==> config.mk <==
export PLATFORM = sky130hd
export DESIGN_NAME = pipelined_shifter_flat
export DESIGN_NICKNAME = d
export VERILOG_FILES = /design/src/rtl/pipelined_shifter_if.sv /design/src/rtl/pipelined_shifter.sv /design/src/flat_wrapper.sv
export SDC_FILE = /design/constraint.sdc
export NUM_CORES = 1
export LEC_CHECK = 0
export CORE_MARGIN = 4
export CORE_UTILIZATION = 45
export CTS_BUF_LIST = sky130_fd_sc_hd__clkbuf_8
export DETAILED_ROUTE_END_ITERATION = 6
export GPL_ROUTABILITY_DRIVEN = 0
export HOLD_SLACK_MARGIN = 0.1
export MAX_ROUTING_LAYER = met4
export PLACE_DENSITY_LB_ADDON = 0.25
export SLEW_MARGIN = 20
export SYNTH_ARGS = -nofsm -noshare
export SYNTH_HDL_FRONTEND = slang
export SYNTH_SLANG_ARGS = --single-unit
==> constraint.sdc <==
create_clock -name clk -period 13.3 [get_ports clk]
set_clock_uncertainty 0.15 [all_clocks]
set_input_delay 1.995 -clock clk [delete_from_list [all_inputs] [get_ports clk]]
set_output_delay 1.995 -clock clk [all_outputs]
set_load 0.01 [all_outputs]
==> src/rtl/pipelined_shifter_if.sv <==
// Bus interface for pipelined_shifter: operand/result handshake plus flush.
//
// Handshake: a transfer happens on a rising clk edge when valid && ready are
// both high on that channel. The producer holds valid and payload steady until
// the transfer; ready may be computed combinationally and never waits on
// valid. flush travels with the producer side and squashes in-flight work.
interface pipelined_shifter_if #(
   parameter int WIDTH = 32,
   parameter int TAG_W = 5
);
   localparam int SHAMT_W = $clog2(WIDTH);

   logic               in_valid;
   logic               in_ready;
   logic [WIDTH-1:0]   in_data;
   logic [SHAMT_W-1:0] in_shamt;
   logic [1:0]         in_mode;
   logic [TAG_W-1:0]   in_tag;
   logic               flush;
   logic               out_valid;
   logic               out_ready;
   logic [WIDTH-1:0]   out_data;
   logic [TAG_W-1:0]   out_tag;

   // Producer/consumer side of the shifter.
   modport master (
      output in_valid, in_data, in_shamt, in_mode, in_tag, flush, out_ready,
      input  in_ready, out_valid, out_data, out_tag
   );

   // The shifter itself.
   modport slave (
      input  in_valid, in_data, in_shamt, in_mode, in_tag, flush, out_ready,
      output in_ready, out_valid, out_data, out_tag
   );
endinterface

==> src/rtl/pipelined_shifter.sv <==
// Pipelined barrel shifter: SLL/SRL/SRA/ROR, one binary-weighted stage per
// shift-amount bit, each followed by a register. Latency is log2(WIDTH)
// cycles, throughput one operation per cycle, global stall on backpressure.
module pipelined_shifter #(
   parameter int WIDTH = 32,
   parameter int TAG_W = 5
) (
   input logic                  clk,
   input logic                  rst,
   pipelined_shifter_if.slave   bus
);
   localparam int SHAMT_W = $clog2(WIDTH);
   localparam int N       = SHAMT_W;

   localparam logic [1:0] MODE_SLL = 2'b00;
   localparam logic [1:0] MODE_SRL = 2'b01;
   localparam logic [1:0] MODE_SRA = 2'b10;

   // Stage registers: stage N-1 is the output stage.
   logic               vldQ   [N];
   logic [WIDTH-1:0]   dataQ  [N];
   logic [SHAMT_W-1:0] shamtQ [N];
   logic [1:0]         modeQ  [N];
   logic               signQ  [N];
   logic [TAG_W-1:0]   tagQ   [N];

   // Values presented to each stage before its shift.
   logic               srcVld   [N];
   logic [WIDTH-1:0]   srcData  [N];
   logic [SHAMT_W-1:0] srcShamt [N];
   logic [1:0]         srcMode  [N];
   logic               srcSign  [N];
   logic [TAG_W-1:0]   srcTag   [N];
   logic [WIDTH-1:0]   shifted  [N];

   logic adv;
   logic inReady;

   // One fixed-distance shift; SRA fill comes from the sign captured at
   // accept, so it stays correct however many stages have already shifted.
   function automatic logic [WIDTH-1:0] shiftBy(
      input logic [WIDTH-1:0] d,
      input logic [1:0]       m,
      input logic             s,
      input int               amt
   );
      logic [WIDTH-1:0] res;
      logic [WIDTH-1:0] fill;
      fill = s ? ~({WIDTH{1'b1}} >> amt) : '0;
      case (m)
         MODE_SLL: res = d << amt;
         MODE_SRL: res = d >> amt;
         MODE_SRA: res = (d >> amt) | fill;
         default:  res = (d >> amt) | (d << (WIDTH - amt));
      endcase
      return res;
   endfunction

   // Global stall: the whole pipe moves only when the output slot frees up.
   assign adv     = !vldQ[N-1] || bus.out_ready;
   assign inReady = adv && !bus.flush;

   assign bus.in_ready  = inReady;
   assign bus.out_valid = vldQ[N-1];
   assign bus.out_data  = dataQ[N-1];
   assign bus.out_tag   = tagQ[N-1];

   // Route each stage's source (input port or previous register) and apply
   // that stage's 2^k shift when its shamt bit is set.
   always_comb begin
      srcVld[0]   = bus.in_valid && inReady;
      srcData[0]  = bus.in_data;
      srcShamt[0] = bus.in_shamt;
      srcMode[0]  = bus.in_mode;
      srcSign[0]  = bus.in_data[WIDTH-1];
      srcTag[0]   = bus.in_tag;
      for (int k = 1; k < N; k++) begin
         srcVld[k]   = vldQ[k-1];
         srcData[k]  = dataQ[k-1];
         srcShamt[k] = shamtQ[k-1];
         srcMode[k]  = modeQ[k-1];
         srcSign[k]  = signQ[k-1];
         srcTag[k]   = tagQ[k-1];
      end
      for (int k = 0; k < N; k++) begin
         shifted[k] = srcShamt[k][k] ? shiftBy(srcData[k], srcMode[k], srcSign[k], 1 << k)
                                     : srcData[k];
      end
   end

   // Pipeline registers: flush kills all valid bits even while stalled;
   // payload only moves on advance and may stay stale under a cleared valid.
   always_ff @(posedge clk or posedge rst) begin
      if (rst) begin
         for (int k = 0; k < N; k++) begin
            vldQ[k]   <= 1'b0;
            dataQ[k]  <= '0;
            shamtQ[k] <= '0;
            modeQ[k]  <= '0;
            signQ[k]  <= 1'b0;
            tagQ[k]   <= '0;
         end
      end else begin
         for (int k = 0; k < N; k++) begin
            if (bus.flush) begin
               vldQ[k] <= 1'b0;
            end else if (adv) begin
               vldQ[k] <= srcVld[k];
            end
            if (adv) begin
               dataQ[k]  <= shifted[k];
               shamtQ[k] <= srcShamt[k];
               modeQ[k]  <= srcMode[k];
               signQ[k]  <= srcSign[k];
               tagQ[k]   <= srcTag[k];
            end
         end
      end
   end
endmodule

==> src/flat_wrapper.sv <==
// flat-port wrapper written by rule: the top's interface ports become plain ports
module pipelined_shifter_flat 
#(
   parameter int WIDTH = 32,
   parameter int TAG_W = 5
)
  (clk, rst, bus_in_valid, bus_in_data, bus_in_shamt, bus_in_mode, bus_in_tag, bus_flush, bus_out_ready, bus_in_ready, bus_out_valid, bus_out_data, bus_out_tag);
  pipelined_shifter_if #(.WIDTH(WIDTH), .TAG_W(TAG_W)) bus_i ();
  input logic clk;
  input logic rst;
  input wire logic [$bits(bus_i.in_valid)-1:0] bus_in_valid;
  input wire logic [$bits(bus_i.in_data)-1:0] bus_in_data;
  input wire logic [$bits(bus_i.in_shamt)-1:0] bus_in_shamt;
  input wire logic [$bits(bus_i.in_mode)-1:0] bus_in_mode;
  input wire logic [$bits(bus_i.in_tag)-1:0] bus_in_tag;
  input wire logic [$bits(bus_i.flush)-1:0] bus_flush;
  input wire logic [$bits(bus_i.out_ready)-1:0] bus_out_ready;
  output wire logic [$bits(bus_i.in_ready)-1:0] bus_in_ready;
  output wire logic [$bits(bus_i.out_valid)-1:0] bus_out_valid;
  output wire logic [$bits(bus_i.out_data)-1:0] bus_out_data;
  output wire logic [$bits(bus_i.out_tag)-1:0] bus_out_tag;
  assign bus_i.in_valid = bus_in_valid;
  assign bus_i.in_data = bus_in_data;
  assign bus_i.in_shamt = bus_in_shamt;
  assign bus_i.in_mode = bus_in_mode;
  assign bus_i.in_tag = bus_in_tag;
  assign bus_i.flush = bus_flush;
  assign bus_i.out_ready = bus_out_ready;
  assign bus_in_ready = bus_i.in_ready;
  assign bus_out_valid = bus_i.out_valid;
  assign bus_out_data = bus_i.out_data;
  assign bus_out_tag = bus_i.out_tag;
  pipelined_shifter #(.WIDTH(WIDTH), .TAG_W(TAG_W)) u_core (.clk(clk), .rst(rst), .bus(bus_i));
endmodule
==> impl_results.md <==
* Initial antenna violation count at 0
* Vias in the first global route at 8597
* Slew Limit Headroom at 25.7%
* CTS resizes at 0
* Die area at 0.0280 mm²
* Hold buffer count at cts at 0
* DR WL/cell at 16.6 µm
* GRT Max-Usage Layer: met1
* R2r worst-path depth at 3
* Yosys reg bits at 212
* Dpl hpwl at 17000 µm
* Tot GR Track Use at 19.8%
* GR Util met3 at 2.81%
* Share of cells above drive strength 1 at 8.33%
* CP Capture Type: output port
* Synth warn at 0
* Number of remaining DRC errors at 0
* Fill count at 2396
* Die Y at 167 µm
* Min cycle time layout at 5940 ps
* Hold path depth at 2
* CTS Root Cell: clkbuf_8
* Final antenna diode count at 0
* Clock Path Buffers at 3
* Iter 0 DRT Violations at 769
* Worst Tran Pin Value at 1110 ps
* Clock slew at reported path FFs at 60 ps
* Post-route setup TNS at 0 ps
* Final Hold Violating Endpoints at 0
* Syn Area/Cell at 8.78 µm²
* Vias at 9259
* Clk sinks at 212
* Core area at 0.0250 mm²
* Unrepaired setup endpoints after global routing: no
* Commonest non-fill, non-tap cell in the layout: nand2_1
* Port Buffer Count at 87
* Syn-to-layout area delta at 11.9%
* Max frequency at 0.168 GHz
* Met2 global-route usage at 28.8%
* CP max FO at 199
* Hold Crit Class: flip-flop to flip-flop
* CTS tree: built
* Final period util at 44.7%
* Post-synth net total at 1348
* Initial core utilization at 45.6%
* Netlist cell types at 35
* GRT overflow at 0
* Reg2reg setup slack at 10310 ps
* Ports at 88
* Worst-Skew Late Latency at 520 ps
* Tot Pwr at 1.72 mW
* Commonest cells after routing, fill and taps aside: nand2_1, dfrtp_1, o21ai_0
* Peak supply drop at 61.3 µV
* Worst reg2reg startpoint: u_core.shamtQ[17]$_DFFE_PP0N_
* Layout Cell Area excl Fill at 0.0128 mm²
* Dpl cell area at 0.0120 mm²
* H-tree depth at 2
* Crit Path Category: input pin to output port
* First-pass GRT wire length at 45900 µm
* P_leak at 5.60 nW
* Seq/Total Area, Yosys at 46.5%
* Routed WL at 27100 µm
* Setup crit start kind: input pin
* Total CTS buffers at 38
* Data arrival, critical path at 3800 ps
* Largest net degree at the start of global routing at 200
* Worst r2r dst: u_core.dataQ[95]$_DFFE_PP0N_
* Outcome: completed
* Post-Synthesis Cells at 1299
* Post-CTS Setup Inserts at 0
* Power Density at 135 mW/mm²
* Nets at 1330
* Site row count at 58
* DR pass1 iterations at 6
* Worst hold endpoint: u_core.srcTag[8]$_DFFE_PP0N_
* Max Slew Vio Count at 0
* Synthesized area at 0.0114 mm²
* # setup viols final at 0
* Vias per cell at 5.65
* WP data required at 11150 ps
* Min-delay src: u_core.srcTag[13]$_DFFE_PP0N_
* Antenna viol nets, final at 0
* Max_cap viols at 0
* Die width at 167 µm
* M1 GR Usage at 29.0%
final cells by class:
cell class / instances / area (µm²) / area share (%)
Clock inverter: 14 / 80.1 / 0.627
Timing Repair Buffer: 96 / 940 / 7.36
Tap cell: 330 / 413 / 3.23
Multi-Input combinational cell: 855 / 5000 / 39.2
Clock buffer: 53 / 729 / 5.71
Inverter: 78 / 300 / 2.35
Sequential cell: 212 / 5310 / 41.5
layer usage:
layer,share of wire [%],wire length [µm],vias up
met4,2.5,670,0
li1,-,-,4522
met5,0,0,-
met1,49,13200,4447
met3,4.3,1180,46
met2,44,12100,244
power by group:
part | total [mW] | internal (mW) | switching, mW | leakage (nW)
Sequential | 0.808 | 0.726 | 0.0819 | 2.46
Clock | 0.631 | 0.371 | 0.261 | 0.463
Combinational | 0.281 | 0.140 | 0.141 | 2.68
Total | 1.72 | 1.24 | 0.484 | 5.60
flip-flops by register name, indices dropped and copies added (netlist names):
| signal | count |
|---|---|
| u_core.dataQ | 128 |
| u_core.bus.out_data | 32 |
| u_core.srcTag | 20 |
| u_core.shamtQ | 10 |
| u_core.modeQ | 8 |
| u_core.bus.out_tag | 5 |
| u_core.signQ | 4 |
| u_core.srcVld | 4 |
| u_core.bus.out_valid | 1 |
worst max-delay path by stage:
stage	from	end	slack [ps]	cells after the start
final	bus_out_ready	bus_in_ready	7360	5
after global routing	bus_out_ready	bus_in_ready	7190	5
after CTS	bus_out_ready	bus_in_ready	7300	5
after detailed placement	bus_out_ready	bus_in_ready	7300	5
after global placement	bus_out_ready	bus_in_ready	7290	5
after floorplan	rst	u_core.bus.out_data[0]$_DFFE_PP0N_	5360	1
cells by family (layout without fill, tap and decap cells):
logic type	Yosys count	count (layout)	synth area share (%)
flip-flops	212	212	46.5
XOR/XNOR	1	1	0.143
buffers and inverters	232	241	9.79
multiplexers	15	15	1.47
AO/OA/AOI/OAI	521	521	30.1
AND/OR/NAND/NOR	318	318	12.0
synthesized netlist by cell type:
| cell type | number | area, µm² |
|---|---|---|
| a221oi_2 | 8 | 120 |
| nor3b_1 | 35 | 263 |
| buf_6 | 10 | 113 |
| a21oi_1 | 12 | 60.1 |
| nor2_1 | 4 | 15.0 |
| o21ai_1 | 100 | 500 |
| nor2_2 | 2 | 12.5 |
| clkbuf_1 | 69 | 259 |
| nor2b_1 | 1 | 6.26 |
| and2_1 | 8 | 50.1 |
| xor2_2 | 1 | 16.3 |
| a221oi_1 | 14 | 123 |
| buf_4 | 33 | 248 |
| inv_1 | 76 | 285 |
| o211a_1 | 45 | 450 |
| o311a_1 | 30 | 300 |
| a211oi_1 | 27 | 203 |
| o211ai_1 | 2 | 15.0 |
| mux2i_1 | 1 | 10.0 |
| a211oi_2 | 13 | 163 |
| o21a_1 | 9 | 67.6 |
| o221ai_1 | 2 | 17.5 |
| nand3_1 | 1 | 5.00 |
| a2bb2oi_1 | 20 | 175 |
| clkinv_1 | 2 | 7.51 |
| o22ai_1 | 36 | 225 |
| mux2_2 | 14 | 158 |
| dfrtp_1 | 212 | 5310 |
| o21ai_0 | 203 | 1020 |
| nand3b_1 | 1 | 7.51 |
| nand2b_1 | 1 | 6.26 |
| or2_1 | 3 | 18.8 |
| nand2_1 | 262 | 983 |
| buf_1 | 4 | 15.0 |
| buf_2 | 38 | 190 |
metrics by stage:
stage	cells	util (%)	hold WS (ps)	setup slack (ps)
3_3_place_gp	1571	47.8	299	7290
2_1_floorplan	1299	-	289	5360
4_1_cts	1638	51.0	314	7300
3_5_place_dp	1571	47.8	305	7300
6_report	1638	51.0	310	7360
5_1_grt	1638	51.0	344	7190
worst max-delay path, stage by stage:
cell,delay [ps]
clkdlybuf4s50_1,460
nor2b_4,150
buf_12,500
nor2_1,70
clkdlybuf4s50_1,510
No activity file was read; power rests on OpenSTA's default activity.
